File: src/rtl/dmem_arbiter.sv
// Two-requester (CPU / UART loader) arbiter for a single-port data RAM.
// Round-robin grant, loader lock, and one-cycle read-response routing.
module dmem_arbiter #(
  parameter int unsigned ADDR_W = 14
) (
  input  logic              clock,
  input  logic              reset,
  input  logic              cpu_req,
  input  logic              cpu_we,
  input  logic [31:0]       cpu_addr,
  input  logic [31:0]       cpu_wdata,
  output logic              cpu_gnt,
  output logic              cpu_rvalid,
  output logic [31:0]       cpu_rdata,
  input  logic              ldr_req,
  input  logic              ldr_we,
  input  logic [31:0]       ldr_addr,
  input  logic [31:0]       ldr_wdata,
  output logic              ldr_gnt,
  output logic              ldr_rvalid,
  output logic [31:0]       ldr_rdata,
  input  logic              ldr_lock,
  output logic              ram_we,
  output logic [ADDR_W-1:0] ram_addr,
  output logic [31:0]       ram_wdata,
  input  logic [31:0]       ram_rdata
);

  logic              last_q, last_d;
  logic              rd_pend_q, rd_pend_d;
  logic              rd_owner_q, rd_owner_d;
  logic [ADDR_W-1:0] ram_addr_q, ram_addr_d;
  logic [31:0]       ram_wdata_q, ram_wdata_d;
  logic [31:0]       cpu_rdata_q, cpu_rdata_d;
  logic [31:0]       ldr_rdata_q, ldr_rdata_d;
  logic              cpu_elig, ldr_elig, gnt_any, gnt_we;

  // Arbitration, RAM drive and read-response routing
  always_comb begin
    cpu_gnt     = 1'b0;
    ldr_gnt     = 1'b0;
    cpu_elig    = cpu_req & ~ldr_lock & ~reset;
    ldr_elig    = ldr_req & ~reset;
    ram_addr_d  = ram_addr_q;
    ram_wdata_d = ram_wdata_q;
    last_d      = last_q;

    // LAST = 1 means the loader was served last, so the CPU wins a tie
    if (cpu_elig && ldr_elig) begin
      cpu_gnt = last_q;
      ldr_gnt = ~last_q;
    end else begin
      cpu_gnt = cpu_elig;
      ldr_gnt = ldr_elig;
    end

    gnt_any = cpu_gnt | ldr_gnt;
    gnt_we  = ldr_gnt ? ldr_we : cpu_we;

    if (ldr_gnt) begin
      ram_addr_d  = ldr_addr[ADDR_W+1:2];
      ram_wdata_d = ldr_wdata;
      last_d      = 1'b1;
    end else if (cpu_gnt) begin
      ram_addr_d  = cpu_addr[ADDR_W+1:2];
      ram_wdata_d = cpu_wdata;
      last_d      = 1'b0;
    end

    ram_we    = gnt_any & gnt_we;
    ram_addr  = reset ? '0 : ram_addr_d;
    ram_wdata = reset ? '0 : ram_wdata_d;

    rd_pend_d  = gnt_any & ~gnt_we;
    rd_owner_d = ldr_gnt;

    cpu_rvalid = rd_pend_q & ~rd_owner_q & ~reset;
    ldr_rvalid = rd_pend_q & rd_owner_q & ~reset;

    cpu_rdata_d = cpu_rvalid ? ram_rdata : cpu_rdata_q;
    ldr_rdata_d = ldr_rvalid ? ram_rdata : ldr_rdata_q;
    cpu_rdata   = reset ? 32'h0 : cpu_rdata_d;
    ldr_rdata   = reset ? 32'h0 : ldr_rdata_d;
  end

  always_ff @(posedge clock) begin
    if (reset) begin
      last_q      <= 1'b1;
      rd_pend_q   <= 1'b0;
      rd_owner_q  <= 1'b0;
      ram_addr_q  <= '0;
      ram_wdata_q <= 32'h0;
      cpu_rdata_q <= 32'h0;
      ldr_rdata_q <= 32'h0;
    end else begin
      last_q      <= last_d;
      rd_pend_q   <= rd_pend_d;
      rd_owner_q  <= rd_owner_d;
      ram_addr_q  <= ram_addr_d;
      ram_wdata_q <= ram_wdata_d;
      cpu_rdata_q <= cpu_rdata_d;
      ldr_rdata_q <= ldr_rdata_d;
    end
  end

endmodule

File: config.mk
export PLATFORM = sky130hd
export DESIGN_NAME = dmem_arbiter
export DESIGN_NICKNAME = d
export VERILOG_FILES = /design/src/rtl/dmem_arbiter.sv
export SDC_FILE = /design/constraint.sdc
export NUM_CORES = 1
export LEC_CHECK = 0
export CORE_ASPECT_RATIO = 0.6
export CORE_MARGIN = 3
export CORE_UTILIZATION = 41
export DETAILED_ROUTE_END_ITERATION = 10
export GPL_TIMING_DRIVEN = 0
export HOLD_SLACK_MARGIN = 0.15
export PLACE_DENSITY = 0.87
export SLEW_MARGIN = 25
export SYNTH_ARGS = -nofsm -noshare
export SYNTH_HDL_FRONTEND = slang
export SYNTH_SLANG_ARGS = --single-unit
File: constraint.sdc
create_clock -name clock -period 3.4 [get_ports clock]
set_clock_uncertainty 0.15 [all_clocks]
set_input_delay 0.34 -clock clock [delete_from_list [all_inputs] [get_ports clock]]
set_output_delay 0.34 -clock clock [all_outputs]
set_load 0.005 [all_outputs]
==> flow_summary.ini <==
[detailed_routing]
vias = 5474
post_drt_wl_per_cell_um = 18.6
drt_iter0_drc = 272
routed_wl_um = 18400
vias_per_cell = 5.52
first_pass_iters = 5
postRouteAntennaNets = 0
drc = 0

[critical_path]
crit_path_end = ram_wdata[26]
rr_endpoint = ram_wdata_q[26]
worst_r2r_path_depth = 5
crit_required_ns = 2.91
start_kind = input pin
worstPathArrival_ns = 2.85
r2r_slack_ns = 1.34
startpoint = ldr_req
crit_type = in -> out
crit_path_end_kind = primary output
r2r-start = last_q
cp_max_fo = 10

[timing]
min_period_over_period = 0.982
rsz0062_at_grt = yes
slew_headroom = 0.492
slew_viol_final = 0
finalHoldViolations = 0
worst_pin_slew_ns = 0.762
timing.hold.ws_ns = 0.310
setup_viol = 0
fmax_mhz = 299
setup_tns_ns = 0
period_needed_ns = 3.34

[clock_tree]
clk_latency_ns = 0.40
cts_tree = done
clock_sinks = 113
htree_levels = 4
cts_buffer_depth = 2
cts_setup_buffers = 0
ctsResizeCount = 0
clockRootBuffer = clkbuf_16
cts.clk_slew.worst_paths_ns = 0.06
cts_buffers = 17
ctsHoldBuffers = 0

[placed_design]
dpl_cell_area_um2 = 7310
dp.final_hpwl_um = 13800
gp_congestion = 0.894
io_buffers = 244

[pwr]
pwr-share-seq = 0.387
powerDensity_nw_per_um2 = 462
finalPower_mw = 3.64
pwr-share-clk = 0.451
ir_drop_uv = 414
combPwrFrac = 0.161
p_switching_mw = 0.972
p_int_mw = 2.66
switching_share = 0.267
power.leakage_nw = 2.67

[yosys]
synth_seq_cells = 113
avgSynthCellArea_um2 = 8.14
yosys_warnings = 0
ys_seq_area_frac = 0.482
netlist_instances = 577
synth_nets = 744
syn-cell-area_um2 = 4700
synthDistinctLibCells = 26

[layout]
layout.nets = 1006
fin_util = 0.725
syn_to_final_growth_pct = 67.5
n_antenna_cell = 0
drive_gt1_frac = 0.0833
fin_area_um2 = 7870

[min_path]
min_path_type = reg -> reg
min_from = ldr_rdata_q[15]

[die]
row_count = 29
die-area_um2 = 12800
die_h_um = 88.9
die_x_um = 144
core_um2 = 10800
start_util = 0.433
ios = 282

[global_route]
grt_pass1_vias = 5466
grt_first_pass_wirelength_um = 27900
grt_max_degree = 17
track_usage = 0.278
grt-ovfl-total = 0
antenna_found_initial = 0

[job]
max-cap-violations = 0

[outcome]
run_status = finished, final reports clean
==> stage by stage <==
stage	worst slack, ns	cells
floorplan	1.50	577
global placement	0.173	960
detailed placement	0.101	960
CTS	0.0783	992
global route	-0.0107	991
finish	0.0608	991
==> cell families (layout without fill, tap and decap cells) <==
family | Yosys count | count (layout) | synth area share
compound gates | 159 | 159 | 0.231
flops | 113 | 113 | 0.482
simple gates | 239 | 239 | 0.225
buf+inv | 66 | 341 | 0.0623
==> flip-flops by register name, summed over array words and instances, names as in the netlist <==
signal	flops
cpu_rdata_q	32
ldr_rdata_q	32
ram_wdata_q	32
ram_addr_q	14
last_q	1
rd_owner_q	1
rd_pend_q	1
==> worst max-delay path, cell delays in order <==
cell and delay [ns]:
clkdlybuf4s50_1 0.50, nand2b_1 0.14, buf_2 0.24, clkbuf_1 0.43, nand3_1 0.20, a311oi_2 0.42
clkdlybuf4s50_1 0.57
==> cells in the final DEF (no fill, tap or decap), drive strengths merged, types with 2 or more instances in the layout <==
cell	Yosys	final
clkbuf	48	64
clkdlybuf4s50	0	244
nand3	47	47
nor3	47	47
a311oi	46	46
inv	2	8
nand2	129	129
nand2b	4	4
o21ai	46	46
dfxtp	113	113
clkinv	0	6
a21oi	66	66
nor2	3	3
clkinvlp	0	3
buf	16	16
nor2b	2	2
==> layout make-up <==
type / count / area, um^2
Inverter: 2 / 7.51
Clock buffer: 17 / 425
Tap cell: 139 / 174
Clock inverter: 15 / 125
Timing Repair Buffer: 244 / 2440
Fill cell: 817 / 2980
Buffer: 63 / 288
Multi-Input combinational cell: 398 / 2140
Sequential cell: 113 / 2260
==> worst min path at each step <==
stage,to,depth (start not counted),slack [ns]
2_1_floorplan,cpu_rdata_q[0],2,0.31
4_1_cts,ldr_rdata_q[15],2,0.31
3_5_place_dp,ldr_rdata_q[22],2,0.30
3_3_place_gp,ldr_rdata_q[9],2,0.30
6_report,ldr_rdata_q[15],2,0.31
5_1_grt,cpu_rdata_q[22],2,0.34
==> synthesized netlist by cell type (all sizes together) <==
cell | count | share of area
o21bai | 1 | 0.0016
or3b | 1 | 0.0019
nand3b | 1 | 0.0016
nor2 | 3 | 0.0024
nand2b | 4 | 0.0053
dfxtp | 113 | 0.48
a21oi | 66 | 0.070
nor3 | 47 | 0.050
and2b | 1 | 0.0016
or2 | 1 | 0.0019
nor2b | 2 | 0.0027
nand2 | 129 | 0.10
nand3 | 47 | 0.050
clkbuf | 48 | 0.038
o21ai | 46 | 0.049
inv | 2 | 0.0016
or3 | 1 | 0.0013
buf | 16 | 0.022
and3b | 1 | 0.0019
a311oi | 46 | 0.11
and2 | 1 | 0.0013
==> power by group through the flow <==
| stage | combinational (mW) | clock (mW) | sequential, mW |
|---|---|---|---|
| after floorplan | 0.221 | 0 | 1.43 |
| after global placement | 0.565 | 0 | 1.43 |
| after detailed placement | 0.578 | 0 | 1.44 |
| after CTS | 0.583 | 1.65 | 1.41 |
| after global routing | 0.629 | 1.72 | 1.41 |
| final | 0.587 | 1.64 | 1.41 |
==> layer usage <==
layer | routed length [um] | global-route usage | vias up | part of all wire
li1 | - | - | 2565 | -
met1 | 7920 | 0.360 | 2574 | 0.43
met2 | 8380 | 0.449 | 304 | 0.46
met3 | 1780 | 0.0850 | 31 | 0.097
met4 | 327 | 0.0923 | 0 | 0.018
met5 | 0 | 0 | - | 0
(Power assumes the default switching activity.)
